File: src/rtl/mux2_rr_arbiter.sv
// Round-robin, packet-based arbiter sharing one 2:1 valid/ready datapath between
// requesters A (sel 0) and B (sel 1); grant is registered, data path is pass-through.
module mux2_rr_arbiter #(
  parameter int unsigned WIDTH     = 8,
  parameter int unsigned MAX_BURST = 16
) (
  input  logic             clk,
  input  logic             rst_n,
  input  logic             en,
  input  logic             a_valid,
  input  logic [WIDTH-1:0] a_data,
  input  logic             a_last,
  output logic             a_ready,
  input  logic             b_valid,
  input  logic [WIDTH-1:0] b_data,
  input  logic             b_last,
  output logic             b_ready,
  output logic             y_valid,
  output logic [WIDTH-1:0] y_data,
  output logic             y_last,
  input  logic             y_ready,
  output logic             sel,
  output logic             busy
);

  localparam int unsigned CNT_W = $clog2(MAX_BURST + 1);
  localparam logic [CNT_W-1:0] LAST_BEAT = CNT_W'(MAX_BURST - 1);

  typedef enum logic [1:0] {
    IDLE  = 2'd0,
    GNT_A = 2'd1,
    GNT_B = 2'd2
  } state_e;

  state_e           state_q, state_d;
  logic             prio_q, prio_d;   // 0 = A has priority, 1 = B
  logic [CNT_W-1:0] cnt_q, cnt_d;
  logic             sel_q, sel_d;
  logic             busy_q, busy_d;
  logic             burst_end;

  // Priority source first, then the other one; nothing granted while disabled.
  function automatic state_e arb(input logic en_i, input logic pick_b,
                                 input logic av, input logic bv);
    state_e res;
    res = IDLE;
    if (en_i) begin
      if (pick_b) res = bv ? GNT_B : (av ? GNT_A : IDLE);
      else        res = av ? GNT_A : (bv ? GNT_B : IDLE);
    end
    return res;
  endfunction

  assign burst_end = (cnt_q == LAST_BEAT);

  // At end of grant the beat being accepted is not a fresh request, so the
  // finishing source's valid is masked when re-arbitrating.
  always_comb begin
    state_d = state_q;
    prio_d  = prio_q;
    cnt_d   = cnt_q;
    y_valid = 1'b0;
    y_data  = '0;
    y_last  = 1'b0;
    a_ready = 1'b0;
    b_ready = 1'b0;
    unique case (state_q)
      IDLE: state_d = arb(en, prio_q, a_valid, b_valid);
      GNT_A: begin
        y_valid = a_valid;
        y_data  = a_data;
        y_last  = a_last | burst_end;
        a_ready = y_ready;
        if (a_valid && y_ready) begin
          if (a_last || burst_end) begin
            cnt_d   = '0;
            prio_d  = 1'b1;
            state_d = arb(en, 1'b1, 1'b0, b_valid);
          end else begin
            cnt_d = cnt_q + CNT_W'(1);
          end
        end
      end
      GNT_B: begin
        y_valid = b_valid;
        y_data  = b_data;
        y_last  = b_last | burst_end;
        b_ready = y_ready;
        if (b_valid && y_ready) begin
          if (b_last || burst_end) begin
            cnt_d   = '0;
            prio_d  = 1'b0;
            state_d = arb(en, 1'b0, a_valid, 1'b0);
          end else begin
            cnt_d = cnt_q + CNT_W'(1);
          end
        end
      end
      default: state_d = IDLE;
    endcase
    sel_d  = (state_d == IDLE) ? sel_q : (state_d == GNT_B);
    busy_d = (state_d != IDLE);
  end

  always_ff @(posedge clk or negedge rst_n) begin
    if (!rst_n) begin
      state_q <= IDLE;
      prio_q  <= 1'b0;
      cnt_q   <= '0;
      sel_q   <= 1'b0;
      busy_q  <= 1'b0;
    end else begin
      state_q <= state_d;
      prio_q  <= prio_d;
      cnt_q   <= cnt_d;
      sel_q   <= sel_d;
      busy_q  <= busy_d;
    end
  end

  assign sel  = sel_q;
  assign busy = busy_q;

endmodule

File: config.mk
export PLATFORM = sky130hd
export DESIGN_NAME = mux2_rr_arbiter
export DESIGN_NICKNAME = d
export VERILOG_FILES = /design/src/rtl/mux2_rr_arbiter.sv
export SDC_FILE = /design/constraint.sdc
export NUM_CORES = 1
export LEC_CHECK = 0
export ABC_AREA = 0
export ABC_CLOCK_PERIOD_IN_PS = 2400
export CELL_PAD_IN_SITES_DETAIL_PLACEMENT = 0
export CELL_PAD_IN_SITES_GLOBAL_PLACEMENT = 2
export CORE_ASPECT_RATIO = 1.4
export CORE_MARGIN = 2
export CORE_UTILIZATION = 21
export CTS_CLUSTER_SIZE = 14
export DETAILED_ROUTE_END_ITERATION = 6
export HOLD_SLACK_MARGIN = 0.08
export PLACE_DENSITY = 0.86
export REMOVE_ABC_BUFFERS = 1
export SYNTH_ARGS = -nofsm -noshare
export SYNTH_HDL_FRONTEND = slang
export SYNTH_SLANG_ARGS = --single-unit
File: constraint.sdc
create_clock -name clk -period 2.4 [get_ports clk]
set_clock_uncertainty 0.2 [all_clocks]
set_input_delay 0.24 -clock clk [delete_from_list [all_inputs] [get_ports clk]]
set_output_delay 0.24 -clock clk [all_outputs]
set_load 0.01 [all_outputs]
==> run_results.csv, run 1 <==
group,metric,value,unit
run_status,outcome,"completed",
sta,fin_crit,2.32,ns
placed_design,io_buffers,37,
detailed_routing,dr.pass1.iters,4,
critical_path,critPathMaxFanout,12,
synthesis,synthFlopType,"dfrtp_1",
synthesis,syn-instance-count,96,
placed_design,hpwl,1.90,mm
critical_path,r2r_setup_slack,0.16,ns
detailed_routing,viasPerCell,4.78,
power,sw_frac_of_total,39.8,%
cts,max-clock-path-buffers,2,
layout,final_layout_size_suffix_gt1_share,13.9,%
synthesis,postSynthAreaPerCell,8.16,um^2
cts,cts-root-buf,"clkbuf_8",
placed_design,place_congestion,0.820,
critical_path,slowest_delay,0.55,ns
sta,rsz0062_at_grt,"yes",
sta,setup_viol,0,
critical_path,cp_data_arrival_time,1.88,ns
detailed_routing,drt-initial-drc-count,15,
layout,multi_input_area,507,um^2
critical_path,r2r-end,"sel$_DFFE_PN0P_",
grt,grt_pass1_wl,3.91,mm
floorplan,ioPinCount,38,
detailed_routing,drc_errors,0,
synthesis,synth_edf_count,0,
critical_path,endpoint_kind,"primary output",
cts,cts_tree,"done",
power,powerDensity,888,nW/um^2
critical_path,cp_cell_sequence,"inv_1 -> ha_2 -> a22oi_1 -> nor2_1 -> clkdlybuf4s50_1",
grt,grt_antenna_before_repair,0,
layout,antenna_cells,0,
layout,synthToLayoutAreaGrowth,64.5,%
power,p_sw,0.000456,W
critical_path,reg2regPathDepth,7,
grt,grt_overflow,0,
critical_path,rr_startpoint,"cnt_q[0]$_DFFE_PN0P_",
floorplan,rows,26,
synthesis,ys_seq_elements,10,
grt,track_usage,11.2,%
layout,nFillCells,390,
synthesis,synth_warnings,0,
sta,maxSlewViolCount,0,
sta,tightest_slew,0.453,ns
grt,grt_max_degree,13,
layout,layout.cells.most_common_list,"clkdlybuf4s50_1, nand2_1, nor2_1",
placed_design,post-place-ws,0.105,ns
detailed_routing,avgRoutedWirePerCell,13.1,um
worst_hold_path,hold_path.class,"input port to async pin",
cts,clk_pin_slew,0.04,ns
sta,setup_slack,0.0840,ns
critical_path,critical_path_required,1.96,ns
floorplan,core,3610,um^2
synthesis,ys_seq_area_share,31.9,%
sta,slew_headroom,69.7,%
floorplan,initial_core_util,21.7,%
cts,htree_num_levels,1,
cts,cts_hold_buf,0,
power,ir_worst_vdd,0.319,mV
detailed_routing,antenna_left,0,
floorplan,die_area,4240,um^2
grt,first_global_vias,855,
floorplan,dieHeight,76.3,um
layout,fin_nets,169,
sta,hold_viol,0,
synthesis,synth.distinct_cells,31,
power,power,0.00114,W
critical_path,critPathSlowestCell,"clkdlybuf4s50_1",
critical_path,crit_path_start_kind,"flip-flop",
layout,ff_latch_area,251,um^2
detailed_routing,finalWirelength,2.35,mm
cts,numCtsBuffers,3,
run,cap_violations,0,
critical_path,cp_num_buf_inv,2,
power,p_clk_share,15.0,%
power,p_int,0.000689,W
floorplan,die-width,55.6,um
cts,cts.sinks,10,
synthesis,async_flop_share,100,%
critical_path,crit_family,"buffers and inverters",
sta,max_freq,0.432,GHz
cts,clkLatencyLatePin,0.24,ns
sta,finalCritPeriodShare,96.5,%
power,p_seq_share,26.6,%
power,leakage,0.539,nW
detailed_routing,via_count,856,
critical_path,crit_type,"flip-flop to primary output",
synthesis,syn_area,783,um^2
power,combPwrFrac,58.4,%
layout,mostFrequentLayoutCell,"clkdlybuf4s50_1",
-- how the worst max path moves through the flow --
stage                                     from         endpoint  slack [ns]  depth (start not counted)
after floorplan           cnt_q[0]$_DFFE_PN0P_  sel$_DFFE_PN0P_        0.24                          7
after global placement    cnt_q[0]$_DFFE_PN0P_  sel$_DFFE_PN0P_        0.13                          7
after detailed placement  cnt_q[0]$_DFFE_PN0P_  sel$_DFFE_PN0P_        0.11                          7
after CTS                 state_q[1]$_DFF_PN0_        y_data[3]       0.007                          5
after global routing      state_q[1]$_DFF_PN0_        y_data[1]       -0.02                          5
final                     state_q[1]$_DFF_PN0_        y_data[1]        0.08                          5
-- final cells by class --
type / instances / share of cell area (%)
Clock buffer: 3 / 3.20
Tap cell: 42 / 4.08
Inverter: 8 / 2.33
Timing Repair Buffer: 42 / 31.6
Multi-Input combinational cell: 74 / 39.3
Sequential cell: 10 / 19.5
-- through the flow --
stage | instance area, um^2 | instances | hold slack (ns) | util [%] | TNS, ns
6_report | 1290 | 179 | 0.122 | 35.7 | 0
5_1_grt | 1290 | 179 | 0.161 | 35.7 | -0.0295
4_1_cts | 1280 | 178 | 0.131 | 35.4 | 0
3_5_place_dp | 1220 | 175 | 0.274 | 33.8 | 0
3_3_place_gp | 1220 | 175 | 0.264 | 33.8 | 0
2_1_floorplan | 767 | 92 | -0.256 | - | 0
-- synth_stat cells (2+ instances only) --
| cell type | number | share of area (%) |
|---|---|---|
| dfrtp_1 | 10 | 32 |
| nor2_1 | 12 | 5.8 |
| nor2b_1 | 2 | 1.6 |
| ha_1 | 6 | 9.6 |
| mux2i_1 | 2 | 2.6 |
| a21oi_1 | 3 | 1.9 |
| and2_1 | 2 | 1.6 |
| a22o_1 | 2 | 2.2 |
| a22oi_1 | 9 | 8.6 |
| nand2_1 | 13 | 6.2 |
| nand3_1 | 4 | 2.6 |
| clkbuf_1 | 2 | 0.96 |
| and3_1 | 2 | 1.6 |
| o21ai_0 | 3 | 1.9 |
| inv_1 | 8 | 3.8 |
-- registers in the layout (all words and copies together) (netlist names) --
register / cells
cnt_q: 5
state_q: 2
busy: 1
prio_q: 1
sel: 1
-- power groups by stage --
| stage | combinational [W] | clock (W) | sequential (W) |
|---|---|---|---|
| after floorplan | 0.000377 | 0 | 0.000296 |
| after global placement | 0.000650 | 0 | 0.000300 |
| after detailed placement | 0.000665 | 0 | 0.000303 |
| after CTS | 0.000682 | 0.000178 | 0.000304 |
| after global routing | 0.000740 | 0.000182 | 0.000318 |
| final | 0.000668 | 0.000172 | 0.000304 |
-- metal layers --
metal / part of all wire, % / global-route usage, %
met5: 0 / 0
met4: 1.9 / 5.12
met3: 6.7 / 2.38
met1: 43 / 12.6
met2: 48 / 19.9
-- timing repair --
action | in CTS | in global routing
gates resized for setup | 5 | 2
setup buffers | 0 | 1
hold endpoints to repair | 0 | 0
pin swaps | 0 | 1
setup endpoints to repair | 11 | 10
-- cell families (layout without fill, tap and decap cells) --
group	count (synthesis)	in the layout	synth area share (%)
multiplexers	2	2	2.56
flip-flops	10	10	31.9
AO/OA/AOI/OAI	29	29	28.8
buffers and inverters	12	53	5.91
AND/OR/NAND/NOR	37	37	21.2
adder cells (fa/ha/maj)	6	6	9.58
Power figures use the tool's default switching activity.
==> run 2, diff against run 1 <==
--- a/config.mk
+++ b/config.mk
@@ -15,6 +15,7 @@
 export CTS_CLUSTER_SIZE = 14
 export DETAILED_ROUTE_END_ITERATION = 6
 export HOLD_SLACK_MARGIN = 0.08
+export MAX_ROUTING_LAYER = met4
 export PLACE_DENSITY = 0.86
 export REMOVE_ABC_BUFFERS = 1
 export SYNTH_ARGS = -nofsm -noshare
==> run 2 against run 1 <==
  * Total power unchanged
  * Register-to-register slack about the same
  * Final cell count unchanged
  * Clock-buffer cell count unchanged
  * Critical path depth unchanged
  * Utilization unchanged
  * Critical endpoint unchanged
==> run_results.csv, run 2 (same netlist as run 1, synthesis figures left out) <==
group,metric,value,unit
detailed_routing,viasPerCell,4.78,
sta,fin_crit,2.32,ns
sta,rsz0062_at_grt,"yes",
sta,finalCritPeriodShare,96.5,%
cts,cts-root-buf,"clkbuf_8",
cts,numCtsBuffers,3,
sta,tightest_slew,0.453,ns
sta,hold_viol,0,
critical_path,critPathMaxFanout,12,
sta,setup_viol,0,
cts,cts_hold_buf,0,
cts,cts_tree,"done",
cts,cts.sinks,10,
critical_path,endpoint_kind,"primary output",
layout,top_register,"cnt_q",
layout,antenna_cells,0,
detailed_routing,via_count,856,
grt,track_usage,11.5,%
floorplan,die-width,55.6,um
detailed_routing,drt-initial-drc-count,15,
layout,nFillCells,390,
power,ir_worst_vdd,0.319,mV
layout,final_cells,179,
grt,grt_overflow,0,
sta,setup_tns,0,ns
power,powerDensity,888,nW/um^2
layout,synthToLayoutAreaGrowth,64.5,%
layout,multi_input_area,507,um^2
critical_path,slowest_delay,0.55,ns
placed_design,io_buffers,37,
floorplan,dieHeight,76.3,um
sta,max_freq,0.432,GHz
placed_design,place_inst,175,
layout,ff_latch_area,251,um^2
cts,clk_pin_slew,0.04,ns
cts,htree_num_levels,1,
floorplan,rows,26,
grt,first_global_vias,855,
worst_hold_path,hold_path.class,"input port to async pin",
layout,mostFrequentLayoutCell,"clkdlybuf4s50_1",
layout,final_layout_size_suffix_gt1_share,13.9,%
critical_path,critical_path_required,1.96,ns
critical_path,crit_type,"flip-flop to primary output",
sta,maxSlewViolCount,0,
grt,grt_antenna_before_repair,0,
detailed_routing,drc_errors,0,
cts,max-clock-path-buffers,2,
grt,grt_max_degree,13,
placed_design,hpwl,1.90,mm
power,leakage,0.539,nW
layout,largest_reg_flops,5,
critical_path,crit_path_start_kind,"flip-flop",
grt,grt_pass1_wl,3.91,mm
floorplan,core,3610,um^2
sta,slew_headroom,69.7,%
run,cap_violations,0,
layout,layout.cells.most_common_list,"clkdlybuf4s50_1, nand2_1, nor2_1",
detailed_routing,antenna_left,0,
detailed_routing,avgRoutedWirePerCell,13.1,um
floorplan,initial_core_util,21.7,%
layout,fin_nets,169,
floorplan,ioPinCount,38,
detailed_routing,dr.pass1.iters,4,
critical_path,cp_cell_sequence,"inv_1 -> ha_2 -> a22oi_1 -> nor2_1 -> clkdlybuf4s50_1",
critical_path,critPathSlowestCell,"clkdlybuf4s50_1",
layout,top_regs,"cnt_q x5, state_q x2",
cts,clkLatencyLatePin,0.24,ns
floorplan,die_area,4240,um^2
run_status,outcome,"completed",
detailed_routing,finalWirelength,2.35,mm
critical_path,cp_data_arrival_time,1.88,ns
placed_design,place_congestion,0.833,
[run 2: cell counts in the layout (fill, tap and decap cells not counted)]
No cell type changed its count.
[run 2: layout make-up]
| type | instances | area share, % |
|---|---|---|
| multi-input combinational | 74 | 39.3 |
| sequential | 10 | 19.5 |
| inverter | 8 | 2.33 |
| timing repair buffer | 42 | 31.6 |
| clock buffer | 3 | 3.20 |
| tap | 42 | 4.08 |
[run 2: final timing paths]
| check | start | to | slack (ns) | cells after the start |
|---|---|---|---|---|
| worst max-delay path | state_q[1]$_DFF_PN0_ | y_data[1] | 0.08 | 5 |
| worst min-delay path | rst_n | cnt_q[4]$_DFFE_PN0P_ | 0.12 | 1 |
| worst max register to register | cnt_q[0]$_DFFE_PN0P_ | sel$_DFFE_PN0P_ | 0.16 | 7 |
| worst min register to register | cnt_q[4]$_DFFE_PN0P_ | cnt_q[4]$_DFFE_PN0P_ | 0.28 | 2 |
| max in group asynchronous | rst_n | state_q[1]$_DFF_PN0_ | 1.54 | 1 |
| min in group clk | cnt_q[4]$_DFFE_PN0P_ | cnt_q[4]$_DFFE_PN0P_ | 0.28 | 2 |
[run 2: power breakdown]
part	switching [W]	leakage, nW	internal (W)
Sequential	0.0000616	0.123	0.000243
Combinational	0.000332	0.394	0.000336
Clock	0.0000624	0.0216	0.000110
[run 2: repair_timing]
item                       CTS  global route
gates resized for setup      5             2
setup endpoints to repair   11            10
setup buffers                0             1
pin swaps                    0             1
[run 2: routing by layer]
metal / share of wire, % / track usage, %
met1: 43 / 12.6
met2: 48 / 19.9
met3: 6.7 / 2.38
met4: 1.9 / 5.12
met5: 0 / -
[run 2: critical path: cells and delay by family (launching register included)]
kind / cells / cell delay [ns]
adders and majority gates: 1 / 0.33
DFF: 1 / 0.44
AOI/OAI and AO/OA: 1 / 0.13
buffers and inverters: 2 / 0.64
and+or+nand+nor: 1 / 0.10
[run 2: metrics by stage]
| stage | hold WS (ns) | total power [W] | setup WS, ns | utilization [%] | area [um^2] |
|---|---|---|---|---|---|
| 6_report | 0.122 | 0.00114 | 0.0840 | 35.7 | 1290 |
| 5_1_grt | 0.161 | 0.00124 | -0.0244 | 35.7 | 1290 |
| 4_1_cts | 0.131 | 0.00116 | 0.00733 | 35.4 | 1280 |
| 3_5_place_dp | 0.274 | 0.000968 | 0.105 | 33.8 | 1220 |
| 3_3_place_gp | 0.264 | 0.000950 | 0.133 | 33.8 | 1220 |
| 2_1_floorplan | -0.256 | 0.000673 | 0.243 | - | 767 |
